[src/rtl/mvm_stream_engine.sv]
// Column-streamed unsigned matrix-vector MAC engine, y = A*b, one MAC lane per row.
// Build option MVM_SATURATE_EN: saturating accumulate with sticky ovf; otherwise wrap and ovf=0.
//
// state  | meaning
// IDLE   | waiting for start, accumulators hold last cleared/reset value
// RUN    | accepting operand beats, in_ready=1
// DONE   | results frozen and valid, waiting for next start
module mvm_stream_engine #(
  parameter int ROWS   = 8,
  parameter int COLS   = 8,
  parameter int DATA_W = 8,
  parameter int ACC_W  = 24,
  localparam int RIDX_W = (ROWS > 1) ? $clog2(ROWS) : 1
) (
  input  logic                   clk,
  input  logic                   rst_n,
  input  logic                   start,
  input  logic                   in_valid,
  output logic                   in_ready,
  input  logic [DATA_W-1:0]      in_vec,
  input  logic [ROWS*DATA_W-1:0] in_col,
  output logic                   busy,
  output logic                   done,
  output logic                   ovf,
  input  logic [RIDX_W-1:0]      rd_idx,
  output logic [ACC_W-1:0]       rd_data
);

  localparam logic [1:0] S_IDLE = 2'd0;
  localparam logic [1:0] S_RUN  = 2'd1;
  localparam logic [1:0] S_DONE = 2'd2;

  // one spare bit so the count can reach COLS without wrapping
  localparam int CNT_W = $clog2(COLS) + 1;
  localparam logic [CNT_W-1:0] LAST_BEAT = CNT_W'(COLS - 1);

  logic [1:0]          state_q, state_d;
  logic [CNT_W-1:0]    cnt_q, cnt_d;
  logic [ACC_W-1:0]    acc_q   [ROWS];
  logic [ACC_W-1:0]    acc_d   [ROWS];
  logic [ACC_W-1:0]    acc_sum [ROWS];
  logic [2*DATA_W-1:0] prod    [ROWS];
  logic [ACC_W-1:0]    rd_data_q, rd_data_d;
  logic [RIDX_W:0]     rd_idx_ext;
  logic                accept;
  logic                clear;

  assign accept = in_valid && (state_q == S_RUN);
  assign clear  = start && (state_q != S_RUN);

  always_comb begin
    for (int i = 0; i < ROWS; i++) begin
      prod[i] = in_col[i*DATA_W +: DATA_W] * in_vec;
    end
  end

`ifdef MVM_SATURATE_EN
  logic [ACC_W:0] sum_wide [ROWS];
  logic           clamp;
  logic           ovf_q, ovf_d;

  always_comb begin
    clamp = 1'b0;
    for (int i = 0; i < ROWS; i++) begin
      sum_wide[i] = (ACC_W+1)'(acc_q[i]) + (ACC_W+1)'(prod[i]);
      if (sum_wide[i][ACC_W]) begin
        acc_sum[i] = '1;
        clamp      = 1'b1;
      end else begin
        acc_sum[i] = sum_wide[i][ACC_W-1:0];
      end
    end
  end

  always_comb begin
    ovf_d = ovf_q;
    if (clear) begin
      ovf_d = 1'b0;
    end else if (accept && clamp) begin
      ovf_d = 1'b1;
    end
  end

  always_ff @(posedge clk or negedge rst_n) begin
    if (!rst_n) begin
      ovf_q <= 1'b0;
    end else begin
      ovf_q <= ovf_d;
    end
  end

  assign ovf = ovf_q;
`else
  always_comb begin
    for (int i = 0; i < ROWS; i++) begin
      acc_sum[i] = acc_q[i] + ACC_W'(prod[i]);
    end
  end

  assign ovf = 1'b0;
`endif

  always_comb begin
    state_d = state_q;
    cnt_d   = cnt_q;
    acc_d   = acc_q;
    case (state_q)
      S_IDLE, S_DONE: begin
        if (start) begin
          state_d = S_RUN;
          cnt_d   = '0;
          for (int i = 0; i < ROWS; i++) begin
            acc_d[i] = '0;
          end
        end
      end
      S_RUN: begin
        if (in_valid) begin
          acc_d = acc_sum;
          cnt_d = cnt_q + CNT_W'(1);
          if (cnt_q == LAST_BEAT) begin
            state_d = S_DONE;
          end
        end
      end
      default: state_d = S_IDLE;
    endcase
  end

  // out-of-range row indices read as zero when ROWS is not a power of two
  assign rd_idx_ext = {1'b0, rd_idx};

  always_comb begin
    rd_data_d = '0;
    if (rd_idx_ext < (RIDX_W+1)'(ROWS)) begin
      rd_data_d = acc_q[rd_idx];
    end
  end

  always_ff @(posedge clk or negedge rst_n) begin
    if (!rst_n) begin
      state_q   <= S_IDLE;
      cnt_q     <= '0;
      rd_data_q <= '0;
      for (int i = 0; i < ROWS; i++) begin
        acc_q[i] <= '0;
      end
    end else begin
      state_q   <= state_d;
      cnt_q     <= cnt_d;
      rd_data_q <= rd_data_d;
      acc_q     <= acc_d;
    end
  end

  assign busy     = (state_q == S_RUN);
  assign in_ready = (state_q == S_RUN);
  assign done     = (state_q == S_DONE);
  assign rd_data  = rd_data_q;

endmodule

[config.mk]
export PLATFORM = sky130hd
export DESIGN_NAME = mvm_stream_engine
export DESIGN_NICKNAME = d
export VERILOG_FILES = /design/src/rtl/mvm_stream_engine.sv
export SDC_FILE = /design/constraint.sdc
export NUM_CORES = 2
export LEC_CHECK = 0
export CAP_MARGIN = 15
export CORE_UTILIZATION = 65
export DETAILED_ROUTE_END_ITERATION = 10
export DONT_BUFFER_PORTS = 1
export GPL_ROUTABILITY_DRIVEN = 0
export PLACE_DENSITY = 0.9
export SLEW_MARGIN = 10
export SYNTH_ARGS = -nofsm -noshare
export SYNTH_HDL_FRONTEND = slang
export SYNTH_SLANG_ARGS = --single-unit
export TNS_END_PERCENT = 100
[constraint.sdc]
create_clock -name clk -period 5.1 [get_ports clk]
set_input_delay 0.765 -clock clk [delete_from_list [all_inputs] [get_ports clk]]
set_output_delay 0.765 -clock clk [all_outputs]
set_load 0.02 [all_outputs]
Yosys cells after proc, flatten, opt, wreduce, memory -nomap -nowiden
Index checks and enable logic that the tools add are counted.
{"block": "word_totals", "register_bits": 222}
{"block": "op_classes", "add_sub_neg": 9, "multipliers": 8, "order_cmp": 2, "eq_ne": 6, "mux": 14, "bitwise_logic": 1, "reduce_logical": 5}
{"cell": "two-way mux 192 bit", "n": 2}
{"cell": "case mux 192 bit (2 select lines)", "n": 1}
{"cell": "adder 24 x 16 -> 24 bit", "n": 8}
{"cell": "multiplier 8 x 8 -> 16 bit", "n": 8}
{"cell": "binary-select mux 24 bit (select 3 bit)", "n": 1}
{"cell": "two-way mux 24 bit", "n": 3}
{"cell": "two-way mux 4 bit", "n": 2}
{"cell": "case mux 4 bit (2 select lines)", "n": 1}
{"cell": "two-way mux 2 bit", "n": 3}
{"cell": "AND reduction 3 bit", "n": 2}
{"cell": "adder 4 x 1 -> 4 bit (second input constant)", "n": 1}
{"cell": "equality test 4 x 3 -> 1 bit (second input constant)", "n": 1}
{"cell": "greater-or-equal comparator 4 bit (second input constant)", "n": 1}
{"cell": "less-than comparator 3 x 4 -> 1 bit (second input constant)", "n": 1}
{"cell": "inequality test 2 bit (second input constant)", "n": 2}
{"cell": "NOT 3 -> 4 bit", "n": 1}
{"cell": "case mux 2 bit (2 select lines)", "n": 1}
{"cell": "equality test 2 x 1 -> 1 bit (second input constant)", "n": 1}
{"cell": "equality test 2 bit (second input constant)", "n": 1}
{"cell": "logical NOT 2 bit", "n": 1}
{"cell": "inequality test 2 x 1 -> 1 bit (second input constant)", "n": 1}
{"cell": "nonzero test 2 bit", "n": 1}
{"cell": "OR reduction 2 bit", "n": 1}

Longest topological paths before layout
{"block": "logic_depth", "ltp_word": 5, "ltp_mapped": 20, "ltp_nobuf": 18}

Worst setup path before layout
OpenSTA, ideal clock, no wires.
{"block": "synth_timing", "kind": "input-to-reg", "from": "input in_vec[0]", "to": "register acc_q[15] (netlist name)", "setup_time_ps": 130, "t_arrival_ps": 5078, "required_ps": 4970, "slack_ps": -108, "cell_stages": 19, "n_path_buf": 3, "cell_sequence": "clkbuf_1 clkbuf_1 nand2_1 fa_1 inv_1 fa_1 fa_1 inv_1 fa_1 inv_1 ha_1 buf_2 a2111o_1 a31oi_1 nor3_1 o31a_1 nor2_1 xor2_1 o21ai_1"}
{"block": "synth_between", "elab_chain_cells": 4}
{"element": "from (decl)", "line_no": "20", "rtl": "input logic [DATA_W-1:0] in_vec,"}
{"element": "multiplier 8 x 8 -> 16 bit", "line_no": "53", "rtl": "prod[i] = in_col[i*DATA_W +: DATA_W] * in_vec;"}
{"element": "adder 24 x 16 -> 24 bit", "line_no": "96", "rtl": "acc_sum[i] = acc_q[i] + ACC_W'(prod[i]);"}
{"element": "two-way mux 192 bit", "line_no": "118", "rtl": "if (in_valid) begin"}
{"element": "case mux 192 bit (2 select lines)", "line_no": "107", "rtl": "case (state_q)"}
{"element": "to (signal, indexed assignment)", "line_no": "146", "rtl": "acc_q[i] <= '0;"}
{"element": "to (signal assigned)", "line_no": "152", "rtl": "acc_q <= acc_d;"}
{"element": "to (decl)", "line_no": "39", "rtl": "logic [ACC_W-1:0] acc_q [ROWS];"}
No other way between the ends. The select of a mux whose other input is x is not followed.
A chain may end at the register's enable or synchronous reset.

Worst setup path after layout
{"block": "layout_timing", "from": "register acc_q[123] (netlist name)", "to": "register acc_q[143] (netlist name)"}
{"block": "layout_between", "elab_chain_cells": 3}
{"element": "adder 24 x 16 -> 24 bit", "line_no": "96"}
{"element": "two-way mux 192 bit", "line_no": "118"}
{"element": "case mux 192 bit (2 select lines)", "line_no": "107"}
No other way between the ends. The select of a mux whose other input is x is not followed.

==> flow_summary.toml <==
[die]
num_rows = 80
fp.dieArea_mm2 = 0.0494
coreArea_mm2 = 0.0478
die_y_um = 222
pin_count = 107
initial_core_util_pct = 66.0
die_w_um = 222

[clock_tree]
cts_resized = 0
cts_sinks = 222
postCtsSetupBuffers = 0
clk_latency_ns = 0.58
cts_made_buffers = 27
clk_path_buf_depth = 3
cts-root-buf = "clkbuf_16"
cts.clk_slew.worst_paths_ns = 0.06
tritoncts = "built"
cts_max_level = 1

[sta]
hold_ws_ns = -0.0968
setup_viol = 0
period_minus_slack_ns = 4.77
layout_worst_path_cycle_share_pct = 93.5
final_hold_viol_count = 132
rsz0062_at_grt = "false"
slew_headroom_pct = 22.7
final_max_slew_viol_count = 0
fmax_mhz = 210
tns_ns = 0
fin_worst_skew_ns = 0.0111
worst_pin_slew_ns = 1.16

[finish]
multi_input_area_mm2 = 0.0225
seqCellArea_mm2 = 0.00556
syn_to_final_growth_pct = 3.89
n_antenna_cell = 0
finalNetCount = 4246
final_layout_size_suffix_gt1_share_pct = 4.51
fillCellCount = 3303

[place]
port_buffers = 0
hpwl_um = 57900

[synthesis]
synth-seq-area-share_pct = 17.6
synth_common_cells = "inv_1, fa_1, nand2_1"
ys_types = 79
syn_area_mm2 = 0.0316
avgSynthCellArea_um2 = 8.94
synth.most_common_cell = "inv_1"
synth_seq_cells = 222
yosys.area.top_type = "fa_1"
synth-async-reset-ratio_pct = 100
yosysTopAreaCellShare_pct = 25.4
syn-num-nets = 4339
ys_top_cells_by_area = "fa_1, dfrtp_1, ha_1"
synth_edf_count = 0
yosysWarnings = 0
synthFlopType = "dfrtp_1"
synth_cells = 3531

[outcome]
outcome = "finished, violations left"
violations = "negative hold slack"

[job]
max_cap_viol_count = 0

[detailed_routing]
drt_iter0_drc = 2551
wirelength_um = 80000
firstDrtPassIters = 6
ant_nets = 0
drc = 0
wl_per_cell_um = 19.6
num_vias = 24700
vias_per_cell = 6.07

[worst_setup_path]
reg2regPathDepth = 17
cp_common_cell = "inv_1"
r2r-end = "acc_q[143]$_DFFE_PN0P_"
criticalPathCategory = "flop to flop"
r2r-start = "acc_q[123]$_DFFE_PN0P_"
crit_slowest_cell = "fa_1"
crit_path_max_fanout = 4
crit_chain = "inv_1 -> fa_1 -> inv_1 -> ha_1 -> ha_1 -> inv_1 -> fa_1 -> inv_1 -> ha_1 -> fa_1 -> a211oi_1 -> o21a_1 -> nor3_1 -> a211oi_2 -> a21boi_1 -> o211ai_1 -> mux2i_1"
cp_slowest_stage_delay_ns = 0.55
reg2reg_slack_ns = 0.33
crit_path_start_kind = "flop"
crit_path_end_kind = "flop"
cpLargestDelayFamily = "adder cells"
crit_buf_inv = 4
cp.arrival_ns = 5.26
required_ns = 5.59

[global_route]
grt_pass1_wl_um = 133000
grt_overflow = 0
antenna_found_initial = 0
grt_pass1_vias = 25800
grt_util_all_layers_pct = 33.8
grt_max_degree = 223

[min_path]
hp-class = "input port to asynchronous set/reset pin"
==> layout by cell type, fill, tap and decap left out, types with 15 or more instances in the layout <==
| cell | netlist | routed |
|---|---|---|
| inv_1 | 792 | 792 |
| o31ai_1 | 38 | 38 |
| a21o_1 | 50 | 50 |
| o21a_1 | 15 | 15 |
| clkbuf_16 | 0 | 27 |
| a21oi_1 | 95 | 95 |
| nand3_1 | 113 | 113 |
| mux4_2 | 48 | 48 |
| o21ai_0 | 134 | 134 |
| o21bai_1 | 18 | 18 |
| o21ai_1 | 44 | 44 |
| nand4_1 | 23 | 23 |
| dfrtp_1 | 222 | 222 |
| fa_1 | 400 | 400 |
| nor2_1 | 76 | 75 |
| xnor2_1 | 59 | 59 |
| a211oi_1 | 21 | 21 |
| nand2_1 | 374 | 373 |
| and2_1 | 285 | 285 |
| xor2_1 | 52 | 52 |
| ha_1 | 329 | 329 |
==> per-layer routing <==
metal	global-route usage (%)	vias to the layer above	routed length [um]
li1	-	11000	-
met1	45.3	12100	30800
met2	52.8	1399	36400
met3	7.71	255	9020
met4	14.6	0	3810
met5	0	-	0
==> kinds of logic (layout without fill, tap and decap cells) <==
family / after synthesis / count (layout) / share of synthesized area, %
flip-flops: 222 / 222 / 17.6
adder cells (fa/ha/maj): 729 / 729 / 38.4
AO/OA/AOI/OAI: 514 / 514 / 10.5
AND/OR/NAND/NOR: 954 / 954 / 15.0
multiplexers: 73 / 73 / 4.27
other: 1 / 1 / 0.0119
buffers and inverters: 927 / 855 / 11.1
XOR/XNOR: 111 / 111 / 3.08
==> cell type report <==
cell class,count,share of cell area [%]
well taps,615,2.35
clock buffers,33,2.22
inverters,792,9.07
clock inverters,17,0.424
flip-flops and latches,222,16.9
multi-input cells,2382,68.7
repair buffers,13,0.298
==> worst register-to-register path, cell delays in order, from the launching register on <==
cell and delay [ns]:
dfrtp_1 0.32, inv_1 0.09, fa_1 0.56, inv_1 0.05
ha_1 0.28, ha_1 0.29, inv_1 0.05, fa_1 0.47
inv_1 0.04, ha_1 0.23, fa_1 0.50, a211oi_1 0.46
o21a_1 0.29, nor3_1 0.09, a211oi_2 0.38, a21boi_1 0.15
o211ai_1 0.24, mux2i_1 0.21
==> worst max path at each step <==
stage	depth (start not counted)	startpoint	to	slack, ns
CTS	17	acc_q[123]$_DFFE_PN0P_	acc_q[143]$_DFFE_PN0P_	0.40
global placement	15	in_vec[5]	acc_q[46]$_DFFE_PN0P_	0.18
finish	17	acc_q[123]$_DFFE_PN0P_	acc_q[143]$_DFFE_PN0P_	0.33
global route	16	acc_q[7]$_DFFE_PN0P_	acc_q[22]$_DFFE_PN0P_	0.17
detailed placement	17	in_vec[0]	acc_q[143]$_DFFE_PN0P_	0.01
floorplan	19	in_vec[5]	acc_q[15]$_DFFE_PN0P_	0.001
==> flip-flops by register name, summed over array words and instances, names as in the netlist <==
register  flops
acc_q       192
cnt_q         4
rd_data      24
state_q       2
==> metrics by stage <==
stage / cells / utilization (%) / area [um^2] / hold slack, ns / setup slack (ns)
CTS: 4074 / 68.5 / 32800 / -0.113 / 0.398
global route: 4074 / 68.5 / 32800 / -0.106 / 0.175
floorplan: 3531 / - / 31600 / 0.458 / 0.00138
finish: 4074 / 68.5 / 32800 / -0.0968 / 0.333
global placement: 4024 / 66.7 / 31900 / 0.480 / 0.177
detailed placement: 4024 / 66.7 / 31900 / 0.485 / 0.0135
Power is not shown: default switching activity piles up to over one toggle a cycle in this logic, so the estimate is an artifact.
